<file path="src/rtl/demux_1_4_seq.sv">
// ---------------------------------------------------------------------------
// demux_1_4_seq
//
// Sequential 1-to-4 stream demultiplexer with valid/ready handshakes on the
// input and on each of the four output channels. Every accepted input word is
// registered into exactly one output channel and held there until that
// channel's consumer takes it.
//
// The target channel is the accept counter ptr (round-robin). When the macro
// DEMUX_EXPLICIT_SEL_EN is defined, an extra port s chooses the target
// instead, and ptr / frame_done keep counting accepts regardless of channel.
//
// Ports
//   clk         rising-edge clock
//   rst         asynchronous active-high reset
//   in_data     input stream word (WIDTH bits)
//   in_valid    in_data carries a word this cycle
//   in_ready    block can take a word this cycle (combinational)
//   s           explicit channel select (DEMUX_EXPLICIT_SEL_EN only)
//   out_data    channel k word in bits [k*WIDTH +: WIDTH]
//   out_valid   bit k set while channel k holds an unconsumed word
//   out_ready   bit k set when channel k's consumer takes its word
//   ptr         accept counter modulo 4
//   frame_done  one-cycle pulse after every 4th accepted word
// ---------------------------------------------------------------------------
module demux_1_4_seq #(
    parameter int WIDTH = 8
) (
    input  logic               clk,
    input  logic               rst,
    input  logic [WIDTH-1:0]   in_data,
    input  logic               in_valid,
    output logic               in_ready,
`ifdef DEMUX_EXPLICIT_SEL_EN
    input  logic [1:0]         s,
`endif
    output logic [4*WIDTH-1:0] out_data,
    output logic [3:0]         out_valid,
    input  logic [3:0]         out_ready,
    output logic [1:0]         ptr,
    output logic               frame_done
);

    logic [WIDTH-1:0] data_p1 [4];
    logic [3:0]       vld_p1;
    logic [1:0]       ptr_p1;
    logic             frame_done_p1;

    logic [1:0]       tgt;
    logic             accept;

`ifdef DEMUX_EXPLICIT_SEL_EN
    assign tgt = s;
`else
    assign tgt = ptr_p1;
`endif

    // A full target stalls the whole stream; there is no skipping ahead to a
    // free channel. A word leaving the target on this edge frees its slot.
    assign in_ready = ~vld_p1[tgt] | out_ready[tgt];
    assign accept   = in_valid & in_ready;

    // ---- stage p1: channel registers, accept counter, frame pulse ----
    always_ff @(posedge clk or posedge rst) begin
        if (rst) begin
            for (int k = 0; k < 4; k++) begin
                data_p1[k] <= '0;
            end
            vld_p1        <= 4'b0000;
            ptr_p1        <= 2'd0;
            frame_done_p1 <= 1'b0;
        end else begin
            for (int k = 0; k < 4; k++) begin
                if (accept && (tgt == 2'(k))) begin
                    // Load wins over drain: a consume and a refill on the
                    // same edge leave the channel valid with the new word.
                    data_p1[k] <= in_data;
                    vld_p1[k]  <= 1'b1;
                end else if (vld_p1[k] && out_ready[k]) begin
                    vld_p1[k]  <= 1'b0;
                end
            end
            if (accept) begin
                ptr_p1 <= ptr_p1 + 2'd1;
            end
            frame_done_p1 <= accept && (ptr_p1 == 2'd3);
        end
    end

    always_comb begin
        out_data = '0;
        for (int k = 0; k < 4; k++) begin
            out_data[k*WIDTH +: WIDTH] = data_p1[k];
        end
    end

    assign out_valid  = vld_p1;
    assign ptr        = ptr_p1;
    assign frame_done = frame_done_p1;

endmodule
</file>
<file path="config.mk">
export PLATFORM = sky130hd
export DESIGN_NAME = demux_1_4_seq
export DESIGN_NICKNAME = d
export VERILOG_FILES = /design/src/rtl/demux_1_4_seq.sv
export SDC_FILE = /design/constraint.sdc
export NUM_CORES = 1
export LEC_CHECK = 0
export ABC_AREA = 1
export CORE_MARGIN = 1.5
export CORE_UTILIZATION = 45
export CTS_CLUSTER_DIAMETER = 30
export DETAILED_ROUTE_END_ITERATION = 10
export PLACE_DENSITY = 0.78
export RECOVER_POWER = 25
export SYNTH_ARGS = -nofsm -noshare
export SYNTH_HDL_FRONTEND = slang
export SYNTH_SLANG_ARGS = --single-unit
</file>
<file path="constraint.sdc">
create_clock -name clk -period 2.5 [get_ports clk]
set_input_delay 0.5 -clock clk [delete_from_list [all_inputs] [get_ports clk]]
set_output_delay 0.5 -clock clk [all_outputs]
set_load 0.1 [all_outputs]
</file>
==> flow_metrics.env, run 1 <==
export IMPL_grt_max_degree=40
export IMPL_cts_root_buf="clkbuf_8"
export IMPL_dr_total_vias=1460
export IMPL_htreeDepth=2
export IMPL_fin_skew_ns=0.002569
export IMPL_grt_pass1_vias=1430
export IMPL_initial_core_util_pct=47.01
export IMPL_synth_seq_area_share_pct=56.28
export IMPL_drtIter0Drc=71
export IMPL_area_growth_pct=33.77
export IMPL_dr_pass1_iters=4
export IMPL_start_kind="input pin"
export IMPL_wl_met1_um=1886
export IMPL_die_area_um2=4235
export IMPL_clkLatencyLatePin_ns=0.29
export IMPL_wl_met3_um=185
export IMPL_hold_viol_final=0
export IMPL_routed_wl_met2_um=1796
export IMPL_timing_fmax_mhz=512.7
export IMPL_status="completed"
export IMPL_ant_nets=0
export IMPL_cts_buffers=5
export IMPL_synth_area_top_cells="dfrtp_1 (56%), nand2_1 (17%), nand4_1 (12%)"
export IMPL_grtUsageTotal_pct=21.31
export IMPL_wirelength_um=3963
export IMPL_grt_pass1_wl_um=6824
export IMPL_tns_ns=0
export IMPL_cts_sink_count=39
export IMPL_top_layer="met4"
export IMPL_clk_path_buf_depth=2
export IMPL_finalCritPeriodShare_pct=78.02
export IMPL_drive_gt1_share_pct=24.27
export IMPL_required_ns=2.00
export IMPL_synth_seq_cells=39
export IMPL_io_buffers=54
export IMPL_nets=257
export IMPL_multi_input_area_um2=655.6
export IMPL_routabilityCongestion=0.7546
export IMPL_ios=55
export IMPL_fp_row_count=22
export IMPL_grt_ovfl_total=0
export IMPL_synth_area_leader_cell="dfrtp_1"
export IMPL_cts_tree="done"
export IMPL_regArea_um2=975.9
export IMPL_cts_repair_resized=0
export IMPL_netlist_area_leader_share_pct=56.28
export IMPL_critical_path_class="input pin to output port"
export IMPL_rsz0062_at_grt="false"
export IMPL_fill_cells=342
export IMPL_synth_distinct_cells=14
export IMPL_cp_arrival_ns=1.45
export IMPL_cts_hold_buffers=0
export IMPL_cp_max_fo=2
export IMPL_dp_hpwl_um=2783
export IMPL_layout_common_cells="nand2_1 (77), buf_4 (42), dfrtp_1 (39)"
export IMPL_routed_via_density=5.087
export IMPL_die_width_um=65.08
export IMPL_post_cts_repair_setup_buffers=0
export IMPL_die_y_um=65.08
export IMPL_layout_commonest_cell="nand2_1"
export IMPL_slew_viol_final=0
export IMPL_syn_area_um2=1734
export IMPL_hold_path_class="flop to flop"
export IMPL_period_needed_ns=1.951
export IMPL_relSlewSlack_pct=38.07
export IMPL_setup_viol=0
export IMPL_antenna_found_initial=0
export IMPL_synth_nets=204
export IMPL_yosys_warnings=0
export IMPL_syn_area_per_cell_um2=9.374
export IMPL_diodes=0
export IMPL_worst_pin_slew_ns=0.9290
export IMPL_drv_cap=0
export IMPL_synth_cells=185
export IMPL_endpoint_kind="output port"
export IMPL_drc=0
export IMPL_cts_clk_slew_worst_paths_ns=0.07
export IMPL_core_area_um2=3689
export IMPL_wl_per_cell_um=13.81
stage by stage:
stage	hold WS (ns)	cell area, um^2	worst slack (ns)	utilization (%)	instances
2_1_floorplan	0.6486	1734	0.1976	-	185
3_3_place_gp	0.4549	2205	0.4342	59.77	279
3_5_place_dp	0.4645	2205	0.3969	59.77	279
4_1_cts	0.4857	2322	0.5451	62.96	287
5_1_grt	0.4969	2320	0.4855	62.89	287
6_report	0.4794	2320	0.5494	62.89	287
final timing paths:
path                                    from      endpoint  slack [ns]  depth (start not counted)
worst max register to register        ptr[0]  out_data[16]        0.79                          8
worst min-delay path             out_data[7]   out_data[7]        0.48                          2
min in group asynchronous                rst    frame_done        0.93                          3
worst min register to register   out_data[7]   out_data[7]        0.48                          2
max in group asynchronous                rst  out_valid[1]        1.00                          3
worst max-delay path            out_ready[0]      in_ready        0.55                          6
synthesized netlist by cell type:
master and count:
nand3_4 4, buf_4 4, buf_8 1, clkbuf_1 5
dfrtp_1 39, nand2_1 77, inv_2 1, nand4_1 32
nand3_1 8, inv_1 7, ha_1 4, buf_1 1
buf_2 1, nand2_2 1
cells by family (layout without fill, tap and decap cells):
group,count (synthesis),count (layout),synth area share [%]
DFF,39,39,56.28
and+or+nand+nor,122,122,34.92
adders and majority gates,4,4,2.886
buffers and inverters,20,74,5.916
final cells by class:
type	count	share of cell area, %
Clock buffer	6	3.560
Clock inverter	2	1.510
Inverter	8	1.295
Multi-Input combinational cell	126	28.26
Sequential cell	39	42.07
Tap cell	48	2.589
Timing Repair Buffer	58	20.71
routing by layer:
metal | vias to the layer above | GRT usage (%)
met5 | - | 0
met4 | 0 | 9.115
met3 | 11 | 4.514
met2 | 43 | 32.47
met1 | 675 | 29.51
li1 | 731 | -
critical path, cell delays in order:
cell             delay (ns)
clkdlybuf4s50_1        0.45
inv_1                  0.05
nand3_1                0.07
nand3_1                0.09
nand2_2                0.11
buf_12                 0.17
state kept, by name, summed over array words and instances (netlist names):
register / count
ptr: 2
out_valid: 4
frame_done: 1
out_data: 32
Power of run 1 is not shown: default switching activity piles up to over one toggle a cycle in this logic, so the estimate is an artifact.
==> inputs of run 2 (changes only) <==
==> constraint.sdc (replaced) <==
create_clock -name clk -period 1.8 [get_ports clk]
set_input_delay 0.36 -clock clk [delete_from_list [all_inputs] [get_ports clk]]
set_output_delay 0.36 -clock clk [all_outputs]
set_load 0.1 [all_outputs]
==> flow_metrics.env, run 2 (synthesis results as in run 1) <==
export IMPL_diodes=0
export IMPL_worstHoldStart="out_data[4]"
export IMPL_holdPathStages=2
export IMPL_timing_fmax_mhz=586.6
export IMPL_clk_path_buf_depth=2
export IMPL_dr_total_vias=1550
export IMPL_rr_startpoint="ptr[0]"
export IMPL_die_width_um=65.08
export IMPL_cp_max_fo=7
export IMPL_grt_pass1_vias=1480
export IMPL_slew_viol_final=0
export IMPL_cts_clk_slew_worst_paths_ns=0.07
export IMPL_period_needed_ns=1.705
export IMPL_cts_tree="done"
export IMPL_start_kind="flop"
export IMPL_htreeDepth=2
export IMPL_drtIter0Drc=64
export IMPL_cp_arrival_ns=1.34
export IMPL_nets=260
export IMPL_required_ns=1.44
export IMPL_largest_reg_flops=32
export IMPL_critical_path_class="flop to output port"
export IMPL_initial_core_util_pct=47.01
export IMPL_routed_via_density=5.345
export IMPL_clkLatencyLatePin_ns=0.29
export IMPL_ios=55
export IMPL_dr_pass1_iters=4
export IMPL_io_buffers=54
export IMPL_grtUsageTotal_pct=23.04
export IMPL_die_area_um2=4235
export IMPL_post_route_util_pct=77.44
export IMPL_grt_pass1_wl_um=7182
export IMPL_wirelength_um=4300
export IMPL_ff2ff_setup_slack_ns=0.22
export IMPL_endpoint_kind="output port"
export IMPL_relSlewSlack_pct=39.18
export IMPL_ant_nets=0
export IMPL_finalCritPeriodShare_pct=94.71
export IMPL_dp_hpwl_um=3244
export IMPL_status="completed"
export IMPL_drive_gt1_share_pct=26.86
export IMPL_ff2ff_path_depth=9
export IMPL_worst_hold_path_endpoint="out_data[4]"
export IMPL_cts_sink_count=39
export IMPL_antenna_found_initial=0
export IMPL_cts_buffers=5
export IMPL_hold_path_class="flop to flop"
export IMPL_drv_cap=0
export IMPL_setup_viol=0
export IMPL_drc=0
export IMPL_r2r_end="out_data[3]"
export IMPL_grt_ovfl_total=0
export IMPL_worst_pin_slew_ns=0.9123
export IMPL_cts_hold_buffers=0
export IMPL_routabilityCongestion=0.7386
export IMPL_layout_common_cells="nand2_1 (77), buf_12 (44), dfrtp_1 (33)"
export IMPL_cts_root_buf="clkbuf_8"
export IMPL_wl_per_cell_um=14.83
export IMPL_hold_viol_final=0
export IMPL_core_area_um2=3689
export IMPL_fp_row_count=22
export IMPL_die_y_um=65.08
export IMPL_layout_commonest_cell="nand2_1"
export IMPL_grt_max_degree=40
export IMPL_area_growth_pct=64.72
export IMPL_fin_skew_ns=0.003643
export IMPL_rsz0062_at_grt="false"
-- run 2: changes by cell type in the layout (fill, tap and decap cells not counted), sizes merged --
| cell | delta |
|---|---|
| buf | +3 |
| bufinv | -1 |
| clkbuf | +1 |
-- run 2: area by class of cell --
| type | count | area, um^2 |
|---|---|---|
| Clock buffer | 7 | 76.32 |
| Clock inverter | 1 | 5.005 |
| Fill cell | 233 | 832.0 |
| Inverter | 8 | 32.53 |
| Multi-Input combinational cell | 126 | 655.6 |
| Sequential cell | 39 | 985.9 |
| Tap cell | 48 | 60.06 |
| Timing Repair Buffer | 61 | 1041 |
-- run 2: worst max path at each step --
stage / startpoint / endpoint
2_1_floorplan: ptr[0] / in_ready
4_1_cts: ptr[0] / in_ready
6_report: ptr[0] / in_ready
3_5_place_dp: out_ready[1] / out_data[7]
3_3_place_gp: out_ready[1] / out_data[7]
5_1_grt: out_ready[1] / in_ready
-- run 2: per-layer routing --
layer	routed length, um	GRT usage (%)
met5	0	0
met4	74	9.375
met3	262	5.903
met2	2187	37.63
met1	1775	29.33
-- run 2: metrics by stage --
stage               setup TNS (ns)  setup slack, ns  instances  hold slack [ns]  area [um^2]
floorplan                        0           0.1031        185           0.5086         1744
global placement                 0          0.05962        281           0.5164         2780
detailed placement        -0.01471        -0.007554        281           0.5244         2780
CTS                              0          0.01264        289           0.4392         2861
global route                     0          0.02101        290           0.5615         2856
finish                           0          0.09528        290           0.5402         2856
-- run 2: critical path: stages (launching register included) --
cell	delay, ns
dfrtp_4	0.54
inv_4	0.10
nand3_1	0.07
nand3_1	0.09
nand2_2	0.08
buf_12	0.17
-- run 2: what timing repair did --
action | in CTS | in global routing
endpoints found under the setup margin | 0 | 1
setup buffers | 0 | 1
resized for setup | 0 | 1
Power of run 2 is left out for the same reason.
==> inputs of run 3 (changes only) <==
--- a/config.mk
+++ b/config.mk
@@ -6,6 +6,7 @@
 export NUM_CORES = 1
 export LEC_CHECK = 0
 export ABC_AREA = 1
+export CAP_MARGIN = 5
 export CORE_MARGIN = 1.5
 export CORE_UTILIZATION = 45
 export CTS_CLUSTER_DIAMETER = 30
==> results of run 3 <==
No change in the layout: final DEF, timing and power equal those of run 2.
Power of run 3 is left out for the same reason.
==> patch 1, RTL diff (flow settings as in run 2) <==
`WIDTH`: 8 -> 6.
--- a/src/rtl/demux_1_4_seq.sv
+++ b/src/rtl/demux_1_4_seq.sv
@@ -24,7 +24,7 @@
 //   frame_done  one-cycle pulse after every 4th accepted word
 // ---------------------------------------------------------------------------
 module demux_1_4_seq #(
-    parameter int WIDTH = 8
+    parameter int WIDTH = 6
 ) (
     input  logic               clk,
     input  logic               rst,
Interface: changed (resized in_data and out_data); port bits go from 55 to 45. The function was not compared with the original's and may differ.
==> patch 1 against run 2 <==
Area after synthesis is 20% lower; synthesized cell count shrank 21%; first-iteration DRC count fell by 23%; sequential cell count fell by 8; via count down 19%; setup slack worse by 14 ps; wire length is 17% lower; final area decreased by 19%.
Power is left out: the tool's default activity adds up to more than one toggle a clock period on the data nets, which glitch-free logic cannot reach.
==> patch 1: results (changes against run 2) <==
Outcome
The flow ran to the end, and the final reports show no timing, DRC or antenna violations.

Clocking
The clock root buffer is sky130_fd_sc_hd__clkbuf_4. The deepest level of the CTS H-tree is 2 (unchanged). The maximum clock insertion buffer count is 2 (unchanged). The clock-pin slew on the worst setup and hold paths is 100 ps (+30 ps).

The latest clock arrival within the worst-skew pair was 330 ps (+40 ps). The number of CTS-inserted buffers was 5 (unchanged).

Logic synthesis
After synthesis, the most frequently instantiated cells are sky130_fd_sc_hd__nand2_1, sky130_fd_sc_hd__dfrtp_1, sky130_fd_sc_hd__nand4_1, sky130_fd_sc_hd__inv_1, sky130_fd_sc_hd__nand3_1. The count of distinct cell types in the synthesized netlist is 14 (unchanged). The async set-reset flop share out of synthesis was 100.0% (unchanged). Ranked by total cell area, the synthesized netlist is headed by sky130_fd_sc_hd__dfrtp_1, sky130_fd_sc_hd__nand2_1, sky130_fd_sc_hd__nand4_1, sky130_fd_sc_hd__ha_1, sky130_fd_sc_hd__nand3_2.

The share of the yosys chip area belonging to registers is 55.66% (-0.62 points). The number of warning messages in the yosys log came to 0 (unchanged). The number of nets produced by synthesis came to 164 (-20%). In the synthesized netlist the dominant register cell turns out to be sky130_fd_sc_hd__dfrtp_1. The most frequent cell after synthesis is sky130_fd_sc_hd__nand2_1.

STA
The worst setup skew after layout is 7.360 ps (+3.718 ps). The actual slew at the worst max-slew pin was 761.8 ps (-150.5 ps).

Placement
The routability-driven placement congestion ratio is 0.8044 (+8.9%). The worst setup slack before clock tree synthesis is 13.06 ps (+20.61 ps). The cell area reported after detailed placement is 2218 um^2 (-20%). The number of buffers inserted by port buffering is 44 (-19%).

The half-perimeter wire length after placement is 2682 um (-17%).

Global route
The largest net degree at the start of global routing is 32 (-20%). The global routing met1 resource utilization is 28.92% (-0.41 points). The global-route track usage on met3 is 7.033% (+1.1 points).

The combined global-route utilization of all metal layers is 23.60% (+0.56 points). The wire length of the first global-routing pass was 5989 um (-17%). The number of global-route vias before repair is 1248 (-16%). The initial antenna violation count is 0 (unchanged).

The global routing met2 resource utilization is 40.93% (+3.3 points).

Final layout
The number of filler cells placed in the layout came to 200 (-14%). The number of nets in the layout is 217 (-17%). The fraction of final layout cells with drive strength greater than 1 is 30.35% (+3.5 points). The number of flip-flops under the largest register name is 24 (-25%).

The number of antenna cells inserted is 0 (unchanged).

Critical path
The cell with the largest stage delay on the worst path is sky130_fd_sc_hd__dfrtp_4. The biggest cell delay along the critical path is 520 ps (-20 ps). The highest fanout seen on the critical path is 5 (-2). The data arrival time of the worst path was 1360 ps (+20 ps). Broken down by cell family, the worst path's largest delay share belongs to flip-flops.

Detailed routing
The via count of the routed design was 1255 (-19%). The length of the first detailed-routing pass in iterations is 4 (unchanged). The number of DRC markers in iteration 0 was 49 (-23%). The wire length after detailed routing is 3590 um (-17%).

Min path
The min-delay analysis places its worst path in the category reg2reg.
-- patch 1: changes by cell type in the layout (fill, tap and decap cells not counted), sizes merged --
cell / delta
nand2: -16
clkinv: -1
dfrtp: -8
clkbuf: +1
nand4: -8
buf: -7
clkdlybuf4s50: -2
-- patch 1: metrics by stage --
step | std cells | hold WS (ps)
floorplan | 147 | 463.2
global placement | 222 | 518.9
detailed placement | 222 | 523.1
CTS | 232 | 414.4
global route | 234 | 568.2
finish | 234 | 542.8
-- patch 1: cell families (layout without fill, tap and decap cells) --
| kind of cell | count (synthesis) | in the layout | share of synthesized area [%] |
|---|---|---|---|
| simple gates | 98 | 98 | 35.55 |
| fa+ha+maj | 4 | 4 | 3.591 |
| flops | 31 | 31 | 55.66 |
| buf+inv | 14 | 68 | 5.206 |
-- patch 1: timing repair --
item                       in CTS  in global routing
pin swaps                       0                  1
setup buffers                   2                  2
resized for setup               0                  1
hold endpoints to repair        0                  0
setup endpoints to repair       1                  1
-- patch 1: layer usage --
layer	share of wire (%)	routed length (um)
met5	0	0
met4	1.1	38
met3	5.9	213
met2	54	1947
met1	39	1391
-- patch 1: path summary, 6_finish.rpt --
| kind | startpoint | end | slack (ps) | cells past startpoint |
|---|---|---|---|---|
| setup / recovery | ptr[0]$_DFFE_PP0P_ | in_ready | 80 | 4 |
| hold / removal | out_data[8]$_DFFE_PP0P_ | out_data[8]$_DFFE_PP0P_ | 540 | 2 |
| setup reg to reg | ptr[0]$_DFFE_PP0P_ | out_data[5]$_DFFE_PP0P_ | 270 | 8 |
| hold reg to reg | out_data[8]$_DFFE_PP0P_ | out_data[8]$_DFFE_PP0P_ | 540 | 2 |
| max in group asynchronous | rst | ptr[0]$_DFFE_PP0P_ | 550 | 3 |
| min in group asynchronous | rst | out_data[9]$_DFFE_PP0P_ | 680 | 3 |
-- patch 1: worst register-to-register path, delay by kind of cell (launching register included) --
family                 cells  cell delay [ps]
AND/OR/NAND/NOR            6              610
buffers and inverters      2              280
flip-flops                 1              520
-- patch 1: cell type report --
cell class	count	area, um^2	area share [%]
clock buffers	8	68.82	2.970
repair buffers	52	843.3	36.39
well taps	33	41.29	1.782
multi-input cells	102	545.5	23.54
inverters	8	32.53	1.404
flip-flops and latches	31	785.8	33.91
==> patch 2, RTL diff (config.mk and constraints of run 2) <==
Made on the original files. Reset style: synchronous (`rst`), changed in one clocked block. Comments in the files are not updated.
--- a/src/rtl/demux_1_4_seq.sv
+++ b/src/rtl/demux_1_4_seq.sv
@@ -61,7 +61,7 @@
     assign accept   = in_valid & in_ready;
 
     // ---- stage p1: channel registers, accept counter, frame pulse ----
-    always_ff @(posedge clk or posedge rst) begin
+    always_ff @(posedge clk) begin
         if (rst) begin
             for (int k = 0; k < 4; k++) begin
                 data_p1[k] <= '0;
Check against the original RTL: differs if rst is asserted again (counterexample within 4 cycles, from zero or initial values and one cycle with rst high); with rst held inactive, the same outputs for 10 cycles.
==> patch 2 against run 2 <==
Area after synthesis decreased by 7.1%; wire length fell by 0.37%; final area decreased by 12%; core utilization is 3.2 points lower; setup slack got worse by 58 ps; die area is 6.8% lower; sequential cell count stayed put; final cell count down 16%.
==> patch 2: results (changes against run 2) <==
Detailed routing
The met2 wire length is 2293 um (+4.8%). The via count of the routed design came to 1249 (-19%). The via count normalized by instance count is 5.119 (-4.2%).

The detailed-route wire length on metal 1 came to 1599 um (-9.9%). The wire length after detailed routing came to 4284 um (-0.37%).

Critical path
The data arrival time of the worst path was 1400 ps (+60 ps). The highest fanout seen on the critical path is 3 (-4). The critical path launch point is out_ready[2]. The biggest cell delay along the critical path is 470 ps (-70 ps). The startpoint of the worst register-to-register path is ptr[0]$_SDFFE_PP0N_.

Placement
The worst setup slack before clock tree synthesis came to -120.7 ps (-113.2 ps). The cell area reported after detailed placement is 2681 um^2 (-3.6%). The half-perimeter wire length after placement is 3060 um (-5.7%). The post-placement cell count is 234 (-17%).

Min path
In this run the worst hold path is classified as in2reg. The launch point of the worst hold path is out_ready[3].

Logic synthesis
By count the netlist is led by sky130_fd_sc_hd__nor2_1, sky130_fd_sc_hd__edfxtp_1, sky130_fd_sc_hd__inv_1, sky130_fd_sc_hd__nand2_1, sky130_fd_sc_hd__nand3_1. The gate count of the mapped netlist is 131 (-29%). In the synthesized netlist the dominant register cell turns out to be sky130_fd_sc_hd__edfxtp_1. The number of nets produced by synthesis is 150 (-26%). The share of the yosys chip area belonging to registers was 68.38% (+12 points). The count of distinct cell types in the synthesized netlist is 16 (+2).

Global route
The global routing met2 resource utilization is 40.86% (+3.2 points). The global routing met1 resource utilization is 24.16% (-5.2 points). The number of global-route vias before repair is 1317 (-11%). The combined global-route utilization of all metal layers is 22.51% (-0.52 points).

Final layout
The number of nets in the layout was 216 (-17%). The number of filler cells placed in the layout is 192 (-18%).

Clocking
The latest clock arrival within the worst-skew pair is 350 ps (+60 ps). The tree is rooted in a sky130_fd_sc_hd__clkbuf_4.

Outcome
The run finished with clean final reports.
[patch 2: worst paths after layout]
| check | to | slack, ps | depth (start not counted) |
|---|---|---|---|
| worst max-delay path | in_ready | 40 | 7 |
| worst min-delay path | out_valid[3]$_SDFFE_PP0P_ | 290 | 4 |
| worst max register to register | data_p1[1][3]$_SDFFCE_PN0P_ | 60 | 7 |
| worst min register to register | out_valid[3]$_SDFFE_PP0P_ | 560 | 2 |
[patch 2: worst register-to-register path: cells and delay by family, from the launching register on]
kind	cells	cell delay [ps]
buf+inv	2	250
flops	1	440
simple gates	5	900
[patch 2: repair_timing]
item / in CTS / in global routing
resized for setup: 2 / 11
buffers inserted: 2 / 0
setup endpoints to repair: 1 / 1
pin swaps: 1 / 4
[patch 2: metrics by stage]
stage                     hold WS (ps)  total power (W)  utilization, %  TNS (ps)
after floorplan                  525.4         0.001815               -    -103.5
after global placement           490.1         0.002230           79.11     -1221
after detailed placement         494.5         0.002258           79.11     -4490
after CTS                        517.4         0.002835           82.17         0
after global routing             339.7         0.002785           74.27         0
final                            289.7         0.002723           74.27         0
[patch 2: final cells by class]
class                      instances  area share, %
inverter                          19          3.032
tap                               46          2.286
clock inverter                     3          1.541
sequential                        39          44.04
multi-input combinational         71          18.79
timing repair buffer              61          28.83
clock buffer                       5          1.491
[patch 2: logic make-up (layout without fill, tap and decap cells)]
family / count (synthesis) / in the layout / synth area share, %
buffers and inverters: 21 / 88 / 5.128
AO/OA/AOI/OAI: 3 / 3 / 0.9321
flip-flops: 39 / 39 / 68.38
adder cells (fa/ha/maj): 4 / 4 / 3.108
AND/OR/NAND/NOR: 64 / 64 / 22.46
